==> src/rtl/psum_fifo.sv <==
// First-word-fall-through FIFO that carries partial sums between processing elements.
// The head word is presented combinationally; status flags come from registered state only.
module psum_fifo #(
  parameter int DATA_WIDTH  = 16,
  parameter int DEPTH       = 8,
  parameter int AFULL_LEVEL = 6,
  localparam int CW = $clog2(DEPTH + 1),
  localparam int PW = (DEPTH > 1) ? $clog2(DEPTH) : 1
) (
  input  logic                  clk,
  input  logic                  reset,
  input  logic                  flush,
  input  logic                  push,
  input  logic [DATA_WIDTH-1:0] din,
  output logic                  full,
  output logic                  almost_full,
  input  logic                  pop,
  output logic [DATA_WIDTH-1:0] dout,
  output logic                  empty,
  output logic [CW-1:0]         count,
  output logic                  overflow,
  output logic                  underflow
);

  logic [DATA_WIDTH-1:0] mem_q [DEPTH];
  logic [PW-1:0]         wr_ptr_q, wr_ptr_d;
  logic [PW-1:0]         rd_ptr_q, rd_ptr_d;
  logic [CW-1:0]         count_q, count_d;
  logic                  ovf_q, ovf_d;
  logic                  unf_q, unf_d;
  logic                  push_ok, pop_ok;

  // DEPTH need not be a power of two, so wrap on an explicit compare.
  function automatic logic [PW-1:0] ptr_inc(input logic [PW-1:0] p);
    return (p == PW'(DEPTH - 1)) ? '0 : p + PW'(1);
  endfunction

  assign empty       = (count_q == '0);
  assign full        = (count_q == CW'(DEPTH));
  assign almost_full = (count_q >= CW'(AFULL_LEVEL));
  assign count       = count_q;
  assign overflow    = ovf_q;
  assign underflow   = unf_q;
  assign dout        = mem_q[rd_ptr_q];

  assign push_ok = push & ~full & ~flush;
  assign pop_ok  = pop & ~empty & ~flush;

  always_comb begin
    wr_ptr_d = wr_ptr_q;
    rd_ptr_d = rd_ptr_q;
    count_d  = count_q;
    ovf_d    = ovf_q;
    unf_d    = unf_q;
    if (flush) begin
      wr_ptr_d = '0;
      rd_ptr_d = '0;
      count_d  = '0;
      ovf_d    = 1'b0;
      unf_d    = 1'b0;
    end else begin
      if (push_ok) wr_ptr_d = ptr_inc(wr_ptr_q);
      if (pop_ok)  rd_ptr_d = ptr_inc(rd_ptr_q);
      if (push_ok && !pop_ok)      count_d = count_q + CW'(1);
      else if (pop_ok && !push_ok) count_d = count_q - CW'(1);
      if (push && full)  ovf_d = 1'b1;
      if (pop && empty)  unf_d = 1'b1;
    end
  end

  always_ff @(posedge clk or posedge reset) begin
    if (reset) begin
      wr_ptr_q <= '0;
      rd_ptr_q <= '0;
      count_q  <= '0;
      ovf_q    <= 1'b0;
      unf_q    <= 1'b0;
    end else begin
      wr_ptr_q <= wr_ptr_d;
      rd_ptr_q <= rd_ptr_d;
      count_q  <= count_d;
      ovf_q    <= ovf_d;
      unf_q    <= unf_d;
    end
  end

  // Storage is data only: no reset, written solely on an accepted push.
  always_ff @(posedge clk) begin
    if (push_ok) mem_q[wr_ptr_q] <= din;
  end

endmodule
==> config.mk <==
export PLATFORM = sky130hd
export DESIGN_NAME = psum_fifo
export DESIGN_NICKNAME = d
export VERILOG_FILES = /design/src/rtl/psum_fifo.sv
export SDC_FILE = /design/constraint.sdc
export NUM_CORES = 1
export LEC_CHECK = 0
export CORE_AREA = 2 2 105 107
export DETAILED_ROUTE_END_ITERATION = 8
export DIE_AREA = 0 0 107 109
export PLACE_DENSITY_LB_ADDON = 0.25
export SLEW_MARGIN = 10
export SYNTH_ARGS = -nofsm -noshare
export SYNTH_HDL_FRONTEND = slang
export SYNTH_SLANG_ARGS = --single-unit
==> constraint.sdc <==
create_clock -name clk -period 3.7 [get_ports clk]
set_input_delay 0.74 -clock clk [delete_from_list [all_inputs] [get_ports clk]]
set_output_delay 0.74 -clock clk [all_outputs]
set_load 0.01 [all_outputs]
==> results of run 1 <==
## power groups by stage
| stage | logic, W | registers (W) | clock network [W] |
|---|---|---|---|
| 2_1_floorplan | 0.000660 | 0.00188 | 0 |
| 3_3_place_gp | 0.000928 | 0.00194 | 0 |
| 3_5_place_dp | 0.000951 | 0.00195 | 0 |
| 4_1_cts | 0.000962 | 0.00192 | 0.00166 |
| 5_1_grt | 0.00103 | 0.00193 | 0.00171 |
| 6_report | 0.000947 | 0.00191 | 0.00163 |
## metrics by stage
step                      hold WS [ns]  power, W  setup WS [ns]  instance area, um^2
after floorplan                  0.526   0.00254          0.583                 5640
after global placement           0.478   0.00287          0.706                 6370
after detailed placement         0.497   0.00290          0.674                 6370
after CTS                        0.513   0.00454          0.120                 6940
after global routing             0.532   0.00468         0.0380                 6940
final                            0.503   0.00449          0.188                 6940
## registers in the layout, indices dropped and copies added, names as in the netlist
| register | count |
|---|---|
| mem_q | 128 |
| underflow | 1 |
| overflow | 1 |
| wr_ptr_q | 3 |
| rd_ptr_q | 3 |
| count | 4 |
## cell type report
class                      count  area, um^2
clock buffer                  19         422
clock inverter                13         150
fill                         712        3660
inverter                       5        23.8
multi-input combinational    119        1430
sequential                   140        4150
tap                          140         175
timing repair buffer          63         598
## path summary, 6_finish.rpt
kind,startpoint,endpoint,slack (ns),cells past startpoint
max in group asynchronous,reset,rd_ptr_q[0]$_DFFE_PP0P_,2.78,2
setup / recovery,rd_ptr_q[0]$_DFFE_PP0P_,dout[8],0.19,4
hold reg to reg,underflow$_DFFE_PP0P_,underflow$_DFFE_PP0P_,0.50,2
setup reg to reg,count[1]$_DFFE_PP0P_,count[3]$_DFFE_PP0P_,1.11,9
hold / removal,underflow$_DFFE_PP0P_,underflow$_DFFE_PP0P_,0.50,2
min in group asynchronous,reset,count[0]$_DFFE_PP0P_,0.55,2
## cells by family (layout without fill, tap and decap cells)
logic type      count (synthesis)  after routing  share of synthesized area [%]
flops                         140            140                           73.5
mux                            52             52                           16.7
simple gates                   41             41                           3.57
buf+inv                        19            100                           1.62
compound gates                 17             17                           2.64
fa+ha+maj                       7              7                           1.69
xor+xnor                        2              2                          0.311
## routing by layer
layer / GRT usage [%] / wire length [um]
met5: 0 / 0
met4: 9.28 / 204
met3: 5.38 / 444
met2: 31.9 / 5230
met1: 25.3 / 4430
## worst max-delay path: cells and delay by family, from the launching register on
family | cells | cell delay [ns]
mux | 2 | 0.81
buf+inv | 2 | 0.77
flops | 1 | 0.66
## cells in the final DEF, fill, tap and decap left out, types with 2 or more instances in the layout
cell type and n:
sky130_fd_sc_hd__edfxtp_1 128, sky130_fd_sc_hd__clkdlybuf4s50_1 45, sky130_fd_sc_hd__mux4_2 32, sky130_fd_sc_hd__buf_4 17, sky130_fd_sc_hd__mux2_2 16, sky130_fd_sc_hd__clkbuf_16 16, sky130_fd_sc_hd__nor2_1 13, sky130_fd_sc_hd__dfrtp_1 11
sky130_fd_sc_hd__nand2_1 8, sky130_fd_sc_hd__a21oi_1 6, sky130_fd_sc_hd__ha_1 6, sky130_fd_sc_hd__nand2b_1 5, sky130_fd_sc_hd__clkinv_2 5, sky130_fd_sc_hd__mux2i_1 4, sky130_fd_sc_hd__nor3_2 4, sky130_fd_sc_hd__nor3_1 3
sky130_fd_sc_hd__inv_1 3, sky130_fd_sc_hd__clkinvlp_4 3, sky130_fd_sc_hd__bufinv_16 3, sky130_fd_sc_hd__xnor2_1 2, sky130_fd_sc_hd__nand3_1 2, sky130_fd_sc_hd__clkinv_4 2, sky130_fd_sc_hd__a21o_1 2, sky130_fd_sc_hd__clkbuf_1 2
==> metrics.sh, run 1 <==
OUTCOME='finished clean'
YS_DOMINANT_REG_CELL='sky130_fd_sc_hd__edfxtp_1'
CRITICALPATHCATEGORY='reg -> out'
CRITPATHREQUIREDTIME_NS=2.96
POSTSYNTH.ASYNCRESETSHARE_PCT=8.57
POWERDENSITY_nW_PER_UM2=646
DESIGN.CORE.AREA_UM2=10600
SYNTH_WARNINGS=0
PORTBUFFERS=45
HOLD_VIOL_FINAL=0
CRITPATHSLOWESTCELL='sky130_fd_sc_hd__dfrtp_2'
SYN_TO_FINAL_GROWTH_PCT=23.1
CLK-INSERTION-DELAY-LATE_NS=0.53
GR-USAGE-ALL-LAYERS_PCT=19.8
CTS_MAX_LEVEL=4
CTS-ROOT-BUF='sky130_fd_sc_hd__clkbuf_8'
P_LEAK_nW=2.34
FINISH.NET_COUNT=374
VIAS_IN_THE_FIRST_GLOBAL_ROUTE=2978
MAXIMUM_IR_DROP_ON_THE_VDD_RAIL_mV=0.329
CLOCKBUFFERDEPTH=2
DIE-AREA_UM2=11700
GRT_ANTENNA_BEFORE_REPAIR=0
TOTAL_ITERATIONS_OF_THE_FIRST_DETAILED_ROUTING_RUN=4
FINAL_ANTENNA_NET_COUNT=0
FLOORPLAN.DIE.HEIGHT_UM=109
SYNTHMOSTINSTANTIATEDCELL='sky130_fd_sc_hd__edfxtp_1'
ROUTED_WL_UM=10300
MIN_PATH_TYPE='reg -> reg'
CELLINTERNALPOWER_W=0.00338
SYNTH-EDFF-COUNT=128
CTS_HOLD_BUFFERS=0
GPL_WTD_CONG=0.727
WL_PER_CELL_UM=20.7
CHIPWIDTH_UM=107
SYN_NETS=306
FINAL-INSTANCE-COUNT-EXCL-FILL=499
CTS_NUM_SINKS=140
SYNTH.FF_LATCH_COUNT=140
SETUP-TNS-FINAL_NS=0
POST-SYNTH-TOP-AREA-CELL='sky130_fd_sc_hd__edfxtp_1'
NETLIST_AREA_UM2=5640
CTS_INSERTED_BUFFERS=17
TOTAL_SWITCHING_POWER_W=0.00111
POST_CTS_BUFFERS=0
SYN_INST=278
FINAL.PERIOD_UTILIZATION_PCT=94.9
FIRST_ITER_VIOLATIONS=109
GRT_OVERFLOW=0
DIODES=0
FIRST_PASS_GRT_WIRE_LENGTH_UM=16000
MAX_CAP_VIOL_COUNT=0
FINALCRITICALPERIOD_NS=3.51
DP_CELLS=467
TRITONCTS='done'
TIGHTESTPINTRANSITION_NS=0.548
POST_SYNTH_NUM_CELL_TYPES=36
RSZ0062_AT_GRT='no'
SYN_AREA_PER_CELL_UM2=20.3
SYNTH_TOP_CELL_AREA_SHARE_PCT=68.2
COMB_POWER_SHARE_PCT=21.1
CLKTRANSATPATHREGS_NS=0.06
FLOORPLAN.IO_PINS=46
CRITPATHCAPTURETYPE='output pin'
SYNTH.TOP_CELLS.BY_AREA='sky130_fd_sc_hd__edfxtp_1, sky130_fd_sc_hd__mux4_2, sky130_fd_sc_hd__dfrtp_1'
P_SW_SHARE_PCT=24.7
TIMING.FINAL.MAX_SLEW_VIOLATIONS=0
LARGEST_NET_DEGREE_AT_THE_START_OF_GLOBAL_ROUTING=27
SYNTH_COMMONEST_CELLS='sky130_fd_sc_hd__edfxtp_1, sky130_fd_sc_hd__mux4_2, sky130_fd_sc_hd__mux2_2'
DPL.HPWL_UM=6170
VIAS_PER_CELL=5.71
WORSTSETUPSTARTPOINTTYPE='flop'
CLOCK_POWER_SHARE_PCT=36.2
POST_CTS_REPAIR_RESIZE_COUNT=0
EFFECTIVE_UTILIZATION_AT_FLOORPLAN_PCT=53.2
SYNTH-SEQ-AREA-SHARE_PCT=73.5
TIMING.CRITICAL_PATH.CELLS='buf_4 > mux4_2 > mux2_2 > clkdlybuf4s50_1'
WORST_SLEW_MARGIN_REL_PCT=63.2
MAX_FREQ_MHz=285
ROUTED_VIAS=2849
CLOCK-SKEW-FINAL_NS=0.00539
WORST-PATH-MAX-FANOUT=16
ROWS=38
ROUTE.DETAILED.DRC=0
CP_DATA_ARRIVAL_TIME_NS=2.77
LAYOUT.CORE_UTILIZATION_PCT=65.5
POWER_FRAC_SEQ_PCT=42.7
LAYOUT-DRIVE-GT1-SHARE_PCT=30.1
CPPEAKSTAGEDELAY_NS=0.66
SETUP_VIOL_COUNT_FINAL=0
Note: power is estimated with default switching activity, not from simulation.
==> inputs of run 2 (changes only) <==
- CTS_CLUSTER_DIAMETER: unset -> 80
- SETUP_SLACK_MARGIN: unset -> 0.3
- SKIP_LAST_GASP: unset -> 1
==> run 2 against run 1 <==
Against the previous run: sequential share of layout area is 0.11 points lower; core utilization rose by 0.17 points; clock power about the same; register-to-register slack about the same; die area unchanged; worst hold slack about the same; clock skew up 0.0028 ns; critical path depth stayed put; fmax increased by 7.8%.
==> metrics.sh, run 2 (synthesized netlist as in run 1, its figures left out) <==
ROUTED_VIAS=2838  # -0.39%
CTS_MAX_LEVEL=4  # unchanged
OUTCOME='finished clean'
RSZ0062_AT_GRT='no'
FLOORPLAN.IO_PINS=46  # unchanged
DIE-AREA_UM2=11700  # unchanged
TIGHTESTPINTRANSITION_NS=0.560  # +0.0116 ns
SYN_TO_FINAL_GROWTH_PCT=23.5
ROUTE.DETAILED.DRC=0  # unchanged
DESIGN.CORE.AREA_UM2=10600  # unchanged
SETUP_VIOL_COUNT_FINAL=0  # unchanged
MAX_CAP_VIOL_COUNT=0  # unchanged
CTS_NUM_SINKS=140  # unchanged
CP_DATA_ARRIVAL_TIME_NS=2.52  # -0.25 ns
GR-USAGE-ALL-LAYERS_PCT=19.9  # +0.13 points
GRT_ANTENNA_BEFORE_REPAIR=0  # unchanged
FINAL_ANTENNA_NET_COUNT=0  # unchanged
FIRST_PASS_GRT_WIRE_LENGTH_UM=16100  # +0.61%
ROWS=38  # unchanged
EFFECTIVE_UTILIZATION_AT_FLOORPLAN_PCT=53.2  # unchanged
CTS_INSERTED_BUFFERS=17  # unchanged
FINALCRITICALPERIOD_NS=3.26  # -0.255 ns
TRITONCTS='done'
FLOORPLAN.DIE.HEIGHT_UM=109  # unchanged
CRITPATHREQUIREDTIME_NS=2.96  # about the same
CLOCKBUFFERDEPTH=2  # unchanged
FINAL_COMMON_CELL='sky130_fd_sc_hd__edfxtp_1'
CLKTRANSATPATHREGS_NS=0.06  # about the same
FINAL_CELL_AREA_UM2=6960  # +0.25%
MAXIMUM_IR_DROP_ON_THE_VDD_RAIL_mV=0.329  # about the same
CTS-ROOT-BUF='sky130_fd_sc_hd__clkbuf_8'
WORST-PATH-MAX-FANOUT=6  # -10
PLACED_AREA_UM2=6370  # unchanged
FIRST_ITER_VIOLATIONS=117  # +7.3%
PORTBUFFERS=45  # unchanged
GPL_WTD_CONG=0.727  # unchanged
VIAS_IN_THE_FIRST_GLOBAL_ROUTE=2992  # +0.47%
HOLD_VIOL_FINAL=0  # unchanged
CELLINTERNALPOWER_W=0.00339  # +0.34%
NUM-FILL-CELLS=711  # -0.14%
TOTAL_SWITCHING_POWER_W=0.00111  # +0.36%
DPL.HPWL_UM=6170  # unchanged
WORSTSETUPSTARTPOINTTYPE='flop'
VIAS_PER_CELL=5.66  # -0.78%
FINAL.PERIOD_UTILIZATION_PCT=88.0  # -6.9 points
GRT_OVERFLOW=0  # unchanged
CRITICALPATHCATEGORY='reg -> out'
CRITPATHCAPTURETYPE='output pin'
CLOCK_POWER_SHARE_PCT=36.1  # about the same
LAYOUT-DRIVE-GT1-SHARE_PCT=30.5  # +0.39 points
POWERDENSITY_nW_PER_UM2=647  # about the same
TOTAL_ITERATIONS_OF_THE_FIRST_DETAILED_ROUTING_RUN=4  # unchanged
DIODES=0  # unchanged
TIMING.FINAL.MAX_SLEW_VIOLATIONS=0  # unchanged
CHIPWIDTH_UM=107  # unchanged
FIN_WORST_HOLD_SLACK_NS=0.503  # -0.0000100 ns
WORST_SLEW_MARGIN_REL_PCT=62.5  # -0.78 points
RRSETUPSLACK_NS=1.10  # about the same
WL_PER_CELL_UM=20.8  # +0.80%
MIN_PATH_TYPE='reg -> reg'
P_LEAK_nW=2.35  # +0.44%
FINISH.NET_COUNT=376  # +0.53%
LARGEST_NET_DEGREE_AT_THE_START_OF_GLOBAL_ROUTING=27  # unchanged
P_SW_SHARE_PCT=24.7  # about the same
ROUTED_WL_UM=10400  # +1.2%
MAX_FREQ_MHz=307  # +7.8%
CLK-INSERTION-DELAY-LATE_NS=0.53  # about the same
COMMONEST_CELLS_AFTER_ROUTING_FILL_AND_TAPS_ASIDE='sky130_fd_sc_hd__edfxtp_1, sky130_fd_sc_hd__clkdlybuf4s50_1, sky130_fd_sc_hd__mux4_2'
SETUP-TNS-FINAL_NS=0  # unchanged
LARGEST_REGISTER='mem_q'
POWER_FRAC_SEQ_PCT=42.2  # -0.5 points
LARGEST_REG_FLOPS=128  # unchanged
COMB_POWER_SHARE_PCT=21.8  # +0.7 points
CLOCK-SKEW-FINAL_NS=0.00820  # +0.00282 ns
run 2: cell types whose count changed in the layout (fill, tap and decap cells not counted), sizes merged:
cell / previous run / this run
buf: 18 / 20
run 2: cell type report:
cell class | instances | area (um^2) | area share [%]
well taps | 140 | 175 | 2.52
multi-input cells | 119 | 1430 | 20.5
flip-flops and latches | 140 | 4150 | 59.6
repair buffers | 65 | 613 | 8.81
inverters | 5 | 23.8 | 0.341
clock inverters | 13 | 150 | 2.16
clock buffers | 19 | 422 | 6.06
run 2: per-stage QoR:
step | worst slack (ns) | power (W) | util, % | instances
floorplan | 0.583 | 0.00254 | - | 278
global placement | 0.706 | 0.00287 | 60.1 | 467
detailed placement | 0.674 | 0.00290 | 60.1 | 467
CTS | 0.412 | 0.00455 | 65.7 | 501
global route | 0.354 | 0.00469 | 65.7 | 501
finish | 0.443 | 0.00450 | 65.7 | 501
run 2: worst paths after layout:
kind	cells after the start	endpoint	startpoint
setup / recovery	4	dout[8]	rd_ptr_q[0]$_DFFE_PP0P_
hold / removal	2	underflow$_DFFE_PP0P_	underflow$_DFFE_PP0P_
setup reg to reg	9	count[3]$_DFFE_PP0P_	count[1]$_DFFE_PP0P_
hold reg to reg	2	underflow$_DFFE_PP0P_	underflow$_DFFE_PP0P_
max in group asynchronous	2	rd_ptr_q[0]$_DFFE_PP0P_	reset
min in group asynchronous	2	count[0]$_DFFE_PP0P_	reset
run 2: power groups by stage:
stage / Clock, W / Sequential (W) / Combinational, W
after CTS: 0.00166 / 0.00190 / 0.000995
after global placement: 0 / 0.00194 / 0.000928
after detailed placement: 0 / 0.00195 / 0.000951
final: 0.00162 / 0.00190 / 0.000979
after floorplan: 0 / 0.00188 / 0.000660
after global routing: 0.00171 / 0.00191 / 0.00107
run 2: worst max-delay path, cell delays in order (launching register included):
cell and delay (ns):
sky130_fd_sc_hd__dfrtp_4 0.47, sky130_fd_sc_hd__buf_4 0.21, sky130_fd_sc_hd__mux4_2 0.52, sky130_fd_sc_hd__mux2_2 0.29, sky130_fd_sc_hd__clkdlybuf4s50_1 0.49
run 2: repair_timing:
action / CTS / global route
hold buffers: 0 / 0
endpoints found under the setup margin: 11 / 0
resized for setup: 1 / 0
buffers inserted: 2 / 0
run 2: routing by layer:
layer	global-route usage, %	up-vias	routed length, um	share of wire [%]
met5	0	-	0	0
met3	5.38	15	496	4.8
met1	25.3	1474	4460	43
met2	32.3	75	5340	51
met4	9.28	0	136	1.3
li1	-	1274	-	-
==> inputs of run 3 (changes only) <==
- CAP_MARGIN: unset -> 40
==> results of run 3 <==
Final layout, timing and power as in run 2 (identical DEF).
